$ cat src/rtl/imm_table_pkg.sv
// rtl/imm_table_pkg.sv - shared types, default sizes and parity helper for the immediate table
package imm_table_pkg;

    typedef enum logic [0:0] {INIT, IDLE} imm_tbl_state_e;

    localparam int IMM_DEFAULT_WIDTH = 8;
    localparam int IMM_DEFAULT_DEPTH = 32;

    // Even parity: the stored bit makes the total count of ones even.
    function automatic logic imm_parity(input logic [63:0] value);
        return ^value;
    endfunction

endpackage

$ cat src/rtl/imm_table_rd_port.sv
// rtl/imm_table_rd_port.sv - one registered read port with write-first bypass and range check
module imm_table_rd_port
    import imm_table_pkg::*;
#(
    parameter int DATA_PATH_WIDTH = IMM_DEFAULT_WIDTH,
    parameter int DEPTH           = IMM_DEFAULT_DEPTH,
    parameter int IDX_W           = 5
) (
    input  logic                       clk,
    input  logic                       rst_n,
    input  logic                       rd_accept,
    input  logic [IDX_W-1:0]           rd_index,
    input  logic [DATA_PATH_WIDTH-1:0] entry_data,
    input  logic                       wr_fire,
    input  logic [IDX_W-1:0]           wr_index,
    input  logic [DATA_PATH_WIDTH-1:0] wr_data,
    output logic [DATA_PATH_WIDTH-1:0] rd_data,
    output logic                       rd_valid
`ifdef IMM_TABLE_PARITY_EN
    ,
    input  logic                       entry_par,
    output logic                       parity_err
`endif
);

    localparam logic [IDX_W:0] DEPTH_L = (IDX_W+1)'(DEPTH);

    logic in_range;
    logic bypass;

    assign in_range = {1'b0, rd_index} < DEPTH_L;
    assign bypass   = wr_fire && (wr_index == rd_index);

    always_ff @(posedge clk) begin
        if (!rst_n) begin
            rd_data  <= '0;
            rd_valid <= 1'b0;
`ifdef IMM_TABLE_PARITY_EN
            parity_err <= 1'b0;
`endif
        end else begin
            rd_valid <= rd_accept;
`ifdef IMM_TABLE_PARITY_EN
            parity_err <= rd_accept && in_range && !bypass &&
                          (imm_parity(64'(entry_data)) != entry_par);
`endif
            if (rd_accept) begin
                if (!in_range) begin
                    rd_data <= '0;
                end else if (bypass) begin
                    rd_data <= wr_data;
                end else begin
                    rd_data <= entry_data;
                end
            end
        end
    end

endmodule

$ cat src/rtl/imm_table.sv
// rtl/imm_table.sv - writable DEPTH-entry immediate table with init engine and NUM_RD read ports
// Optional per-entry parity with parity_err output under IMM_TABLE_PARITY_EN.
module imm_table
    import imm_table_pkg::*;
#(
    parameter int                         DATA_PATH_WIDTH = IMM_DEFAULT_WIDTH,
    parameter int                         DEPTH           = IMM_DEFAULT_DEPTH,
    parameter int                         NUM_RD          = 2,
    parameter logic [DATA_PATH_WIDTH-1:0] INIT_VALUE      = '0,
    localparam int                        IDX_W           = $clog2(DEPTH)
) (
    input  logic                              clk,
    input  logic                              rst_n,
    input  logic [NUM_RD-1:0]                 rd_en,
    input  logic [NUM_RD*IDX_W-1:0]           rd_index,
    output logic [NUM_RD*DATA_PATH_WIDTH-1:0] rd_data,
    output logic [NUM_RD-1:0]                 rd_valid,
    input  logic                              wr_valid,
    output logic                              wr_ready,
    input  logic [IDX_W-1:0]                  wr_index,
    input  logic [DATA_PATH_WIDTH-1:0]        wr_data,
    input  logic                              init_req,
    output logic                              busy
`ifdef IMM_TABLE_PARITY_EN
    ,
    output logic [NUM_RD-1:0]                 parity_err
`endif
);

    localparam logic [IDX_W:0]   DEPTH_L  = (IDX_W+1)'(DEPTH);
    localparam logic [IDX_W-1:0] LAST_IDX = IDX_W'(DEPTH - 1);

    imm_tbl_state_e             state;
    logic [IDX_W-1:0]           init_cnt;
    logic [DATA_PATH_WIDTH-1:0] mem [DEPTH];
`ifdef IMM_TABLE_PARITY_EN
    logic                       par_mem [DEPTH];
`endif

    logic wr_fire;
    logic wr_in_range;

    // init_req blocks both the write and any read in the cycle it is sampled.
    assign wr_ready    = (state == IDLE) && !init_req;
    assign wr_fire     = wr_valid && wr_ready;
    assign wr_in_range = {1'b0, wr_index} < DEPTH_L;

    always_ff @(posedge clk) begin
        if (!rst_n) begin
            state    <= INIT;
            init_cnt <= '0;
            busy     <= 1'b1;
        end else begin
            case (state)
                INIT: begin
                    if (init_cnt == LAST_IDX) begin
                        state    <= IDLE;
                        init_cnt <= '0;
                        busy     <= 1'b0;
                    end else begin
                        init_cnt <= init_cnt + 1'b1;
                    end
                end
                IDLE: begin
                    if (init_req) begin
                        state    <= INIT;
                        init_cnt <= '0;
                        busy     <= 1'b1;
                    end
                end
            endcase
        end
    end

    // Storage has no reset; the init engine rewrites every entry instead.
    always_ff @(posedge clk) begin
        if (rst_n) begin
            if (state == INIT) begin
                mem[init_cnt] <= INIT_VALUE;
`ifdef IMM_TABLE_PARITY_EN
                par_mem[init_cnt] <= imm_parity(64'(INIT_VALUE));
`endif
            end else if (wr_fire && wr_in_range) begin
                mem[wr_index] <= wr_data;
`ifdef IMM_TABLE_PARITY_EN
                par_mem[wr_index] <= imm_parity(64'(wr_data));
`endif
            end
        end
    end

    for (genvar p = 0; p < NUM_RD; p++) begin : g_rd
        logic [IDX_W-1:0] idx;
        assign idx = rd_index[p*IDX_W +: IDX_W];

        imm_table_rd_port #(
            .DATA_PATH_WIDTH (DATA_PATH_WIDTH),
            .DEPTH           (DEPTH),
            .IDX_W           (IDX_W)
        ) u_port (
            .clk        (clk),
            .rst_n      (rst_n),
            .rd_accept  (rd_en[p] && wr_ready),
            .rd_index   (idx),
            .entry_data (mem[idx]),
            .wr_fire    (wr_fire),
            .wr_index   (wr_index),
            .wr_data    (wr_data),
            .rd_data    (rd_data[p*DATA_PATH_WIDTH +: DATA_PATH_WIDTH]),
            .rd_valid   (rd_valid[p])
`ifdef IMM_TABLE_PARITY_EN
            ,
            .entry_par  (par_mem[idx]),
            .parity_err (parity_err[p])
`endif
        );
    end

endmodule

$ cat config.mk
export PLATFORM = sky130hd
export DESIGN_NAME = imm_table
export DESIGN_NICKNAME = d
export VERILOG_FILES = /design/src/rtl/imm_table_pkg.sv /design/src/rtl/imm_table_rd_port.sv /design/src/rtl/imm_table.sv
export SDC_FILE = /design/constraint.sdc
export NUM_CORES = 1
export LEC_CHECK = 0
export ABC_AREA = 1
export ABC_CLOCK_PERIOD_IN_PS = 5500
export BUFFER_PORTS_ARGS = -buffer_cell sky130_fd_sc_hd__buf_4
export CAP_MARGIN = 5
export CORE_ASPECT_RATIO = 1.1
export CORE_MARGIN = 4
export CORE_UTILIZATION = 50
export CTS_CLUSTER_DIAMETER = 40
export DETAILED_ROUTE_END_ITERATION = 7
export PLACE_DENSITY_LB_ADDON = 0.08
export REMOVE_ABC_BUFFERS = 1
export SLEW_MARGIN = 5
export SYNTH_ARGS = -nofsm -noshare
export SYNTH_HDL_FRONTEND = slang
export SYNTH_HIERARCHICAL = 1
export SYNTH_SLANG_ARGS = --single-unit
$ cat constraint.sdc
create_clock -name clk -period 5.5 [get_ports clk]
set_input_delay 0.55 -clock clk [delete_from_list [all_inputs] [get_ports clk]]
set_output_delay 0.55 -clock clk [all_outputs]
set_load 0.005 [all_outputs]
**Word level (Yosys, flattened, before mapping)**

Memories as Yosys holds them, arrays and structs flattened. A register that Yosys moved wholly into a read port is not among the register bits.
Cells that the tools add are included.

- Register bits: 9
- RAM bits: 256
- Input port bits: 29
- Logic and storage cells: 39
- Memories kept: 1

- Add/sub/neg operators: 1
- Eq/ne operators: 3
- Mux-type cells: 19
- Bitwise operators: 1
- Reduce and logical (&&, ||, !) cells: 9

Memory list:

| memory | depth | width | read ports | clocked after memory_dff | wr ports | line | RTL |
|---|---|---|---|---|---|---|---|
| mem | 32 | 8 | 2 | 2 | 1 | imm_table.sv:35 | `logic [DATA_PATH_WIDTH-1:0] mem [DEPTH];` |

Operator list:

| operator | number |
|---|---|
| $mux 5 | 3 |
| $mux 1 | 12 |
| $pmux 5 s2 | 1 |
| $mux 8 | 1 |
| $reduce_or 8->1 | 1 |
| $add 5x1->5 const B | 1 |
| $eq 5x5->1 const B | 1 |
| $logic_and 1x1->1 | 4 |
| $ne 2x2->1 const B | 2 |
| $pmux 1 s2 | 2 |
| $logic_not 1->1 | 3 |
| $reduce_and 2->1 | 1 |
| $not 1->1 | 1 |

**Depth between registers and ports, before layout**

- Depth in word-level cells: 9
- Mapped depth: 15

**Cells and area by module**

Netlist, hierarchy kept.

Modules (own cells, without submodules):

| module | instances | cells each | area an instance (µm²) | sequential area each (µm²) |
|---|---|---|---|---|
| imm_table | 1 | 1,608 | 13,609.3 | 7,827.5 |
| imm_table_rd_port | 2 | 97 | 625.6 | 180.2 |

**Least setup slack after synthesis**

OpenSTA, ideal clock, no wires.

- Path kind: input port to flip-flop
- From: in init_req
- To: mem mem[12][0] (netlist bit), enable pin
- Setup time: 370 ps
- Arrival time: 1,762 ps
- Required time: 5,130 ps
- Slack: 3,368 ps
- Cell stages on the path: 8
- Buffers on the path: 1
- Cell sequence: nor2_4 nand3_2 buf_6 o21ai_4 inv_2 nor2_4 nand2_2 nor2_1

- Cells in the longest elaborated chain, start to end: 9
- Elaborated cells between the ends (all ways): 10

Ends and longest elaborated chain:

| what | line | RTL |
|---|---|---|
| start: declaration | imm_table.sv:22 | `input logic init_req,` |
| $logic_not 1->1 (*) | imm_table.sv:44 | `assign wr_ready = (state == IDLE) && !init_req;` |
| $logic_and 1x1->1 (*) | imm_table.sv:44 |  |
| $logic_and 1x1->1 (*) | imm_table.sv:45 | `assign wr_fire = wr_valid && wr_ready;` |
| $mux 1 (*) | imm_table.sv:83 | `end else if (wr_fire && wr_in_range) begin` |
| $mux 1 (*) | imm_table.sv:78 | `if (state == INIT) begin` |
| $mux 1 (*) | imm_table.sv:77 | `if (rst_n) begin` |
| $mux 1 (implied by the code) (*) | imm_table.sv:84 | `mem[wr_index] <= wr_data;` |
| $reduce_or 8->1 (no source line) | n/a |  |
| $mux 5 (no source line) or $mux 1 (tied branches) | n/a |  |
| end: declaration | imm_table.sv:35 |  |

Mark *: on every way between the ends. The rest lies on a longest branch, timed or not.

**Worst setup path after layout**

- From: reg state
- To: mem mem[19][4] (netlist bit), enable pin

- Cells in the longest elaborated chain, start to end: 8
- Elaborated cells between the ends (all ways): 12

Ends and longest elaborated chain:

| what | line | RTL |
|---|---|---|
| start: declaration | imm_table.sv:33 | `imm_tbl_state_e state;` |
| start signal: assignment | imm_table.sv:50 | `state <= INIT;` |
| start signal: assignment | imm_table.sv:57 | `state <= IDLE;` |
| start signal: assignment | imm_table.sv:66 | `state <= INIT;` |
| $logic_and 1x1->1 | imm_table.sv:44 |  |
| $logic_and 1x1->1 | imm_table.sv:45 |  |
| $mux 1 | imm_table.sv:83 |  |
| $mux 1 | imm_table.sv:78 |  |
| $mux 1 | imm_table.sv:77 |  |
| $mux 1 (implied by the code) | imm_table.sv:84 |  |
| $reduce_or 8->1 (no source line) | n/a |  |
| $mux 5 (no source line) or $mux 1 (tied branches) | n/a |  |

Several ways; a longest one is shown, not always the timed one.

==> impl_metrics.tcl <==
set metrics [dict create \
    fmaxAchievable_mhz 306 \
    powerDensity_mw_per_mm2 336 \
    tns_ns 0 \
    final_cell_mix "nand2_1 (783), nand3_1 (401), edfxtp_1 (256)" \
    nNetsFinal 1838 \
    cts_setup_buffers 0 \
    drt-total-wl_mm 49.4 \
    final.setup_skew_ns 0.0118 \
    clkTransAtPathRegs_ns 0.05 \
    drt_first_pass_iters 6 \
    grt_pass1_wl_mm 73.8 \
    yosys_warnings 6 \
    globalRouteTotalUtil_pct 29.9 \
    synthTopCellsByArea "edfxtp_1 (52%), nand2_1 (20%), nand3_1 (14%), dfxtp_1 (3.4%), nor2_1 (2.0%)" \
    pre_cts_ws_ns 2.09 \
    wl_per_cell_um 22.3 \
    final_cells 2209 \
    cts_hold_buf 0 \
    start_util_pct 51.2 \
    final_hold_viol_count 0 \
    numPlacedInstances 2130 \
    numCtsBuffers 43 \
    drc 0 \
    critPathKind "reg2reg" \
    die_x_um 172 \
    ios 49 \
    synth_cell_types 27 \
    period_needed_ns 3.26 \
    cts.sinks 281 \
    multiInputGateArea_mm2 0.00594 \
    synth_top_area_share_pct 51.7 \
    crit_arrival_ns 3.42 \
    syn_area_mm2 0.0149 \
    area_growth_syn_to_layout_pct 13.7 \
    place_hpwl_mm 30.9 \
    crit_path_start_kind "register" \
    grt_pass1_vias 12000 \
    die_h_um 189 \
    switching_share_pct 25.2 \
    ctsResizeCount 0 \
    synth.avg_cell_area_um2 8.25 \
    first_iter_violations 2122 \
    worstMarginPinSlew_ns 1.07 \
    relSlewSlack_pct 28.2 \
    antenna_left 0 \
    finalSetupViolCount 0 \
    num_vias 13100 \
    sequentialPowerShare_pct 40.9 \
    synth_top_area_cell "edfxtp_1" \
    cp.required_ns 5.65 \
    grt_setup_unrepaired "false" \
    drive_above_1_share_pct 11.4 \
    design.core.area_mm2 0.0290 \
    grt_overflow 0 \
    p_int_mw 4.25 \
    final_common_cell "nand2_1" \
    drv_cap 0 \
    p_leak_nw 7.24 \
    status "finished clean" \
    drv_slew 0 \
    fin_crit_sh_pct 59.3 \
    io_buffer_count 48 \
    finalHoldWorstSlack_ns 0.275 \
    power_switching_mw 1.43 \
    cts_root_buf "clkbuf_16" \
    grt_max_degree 80 \
    cts_tree "yes" \
    antenna_found_initial 1 \
    setup_ws_ns 2.24 \
    die_area_mm2 0.0325 \
    fillers 2575 \
    synth-seq-cells 281 \
    pwr-share-clk_pct 49.9 \
    hold_path.class "in2reg" \
    worstPathMaxFanout 20 \
    worstSetupEndpointType "register" \
    gp_congestion 0.913 \
    worstSkewPairLatency_ns 0.54 \
    via_per_inst 5.91 \
    ff_latch_area_mm2 0.00819 \
    ctsLongestPathBuffers 3 \
    rows 65 \
    syn-instance-count 1802 \
    synth_seq_area_share_pct 55.1 \
    htreeDepth 2 \
    peakVddDrop_mv 0.216 \
    comb_power_share_pct 9.2 \
]
[critical path, cell delays in order, from the launching register on]
cell and delay [ns]:
dfxtp_1 0.36, inv_2 0.09, nor2_4 0.17, nand3_2 0.58, nand2_1 0.46, nand3_2 0.39, nor2_1 0.81
[per-stage QoR]
| stage | total power, mW | area [um^2] | utilization, % |
|---|---|---|---|
| final | 5.68 | 16900 | 58.2 |
| after global routing | 5.84 | 16900 | 58.2 |
| after CTS | 5.68 | 16900 | 58.2 |
| after detailed placement | 2.87 | 15400 | 53.0 |
| after global placement | 2.87 | 15400 | 53.0 |
| after floorplan | 2.66 | 14400 | - |
[routing by layer]
metal	wire length (um)	GRT usage [%]	share of wire, %
met3	5770	6.95	12
met1	20200	44.5	41
met4	1760	10.1	3.6
met5	13	0	0.026
met2	21600	43.0	44
[synth_stat cells (all sizes together)]
cell    number
nand2      804
nand3      408
edfxtp     256
nor2        96
buf         71
inv         70
clkbuf      39
dfxtp       25
nand4       16
o21ai        7
a21oi        6
ha           2
a22oi        1
xor2         1
[registers in the layout, indices dropped and copies added, names as in the netlist]
register / count
state: 1
g_rd.u_port/rd_valid: 2
mem: 256
init_cnt: 5
busy: 1
g_rd.u_port/rd_data: 16
[cell families after synthesis]
group / synth area share, %
XOR/XNOR: 0.0589
buffers and inverters: 5.08
AO/OA/AOI/OAI: 0.817
AND/OR/NAND/NOR: 38.8
flip-flops: 55.1
adder cells (fa/ha/maj): 0.168
[worst paths after layout]
path              start         end  slack, ns  depth (start not counted)
setup / recovery  state  mem[19][4]       2.24                          6
hold / removal    rst_n        busy       0.27                          2
setup reg to reg  state  mem[19][4]       2.24                          6
hold reg to reg    busy        busy       0.48                          2
[cell type report]
class,count,share of cell area (%)
antenna,1,0.0148
clock buffer,48,6.73
clock inverter,30,2.15
inverter,70,1.58
multi-input combinational,1341,35.2
sequential,281,48.5
tap,368,2.73
timing repair buffer,70,3.18
[power groups by stage]
stage          logic [mW]  registers (mW)  clock network (mW)
6_report            0.523            2.32                2.83
5_1_grt             0.570            2.32                2.94
4_1_cts             0.511            2.32                2.85
3_5_place_dp        0.508            2.37                   0
3_3_place_gp        0.506            2.37                   0
2_1_floorplan       0.300            2.36                   0
(Power assumes the default switching activity.)
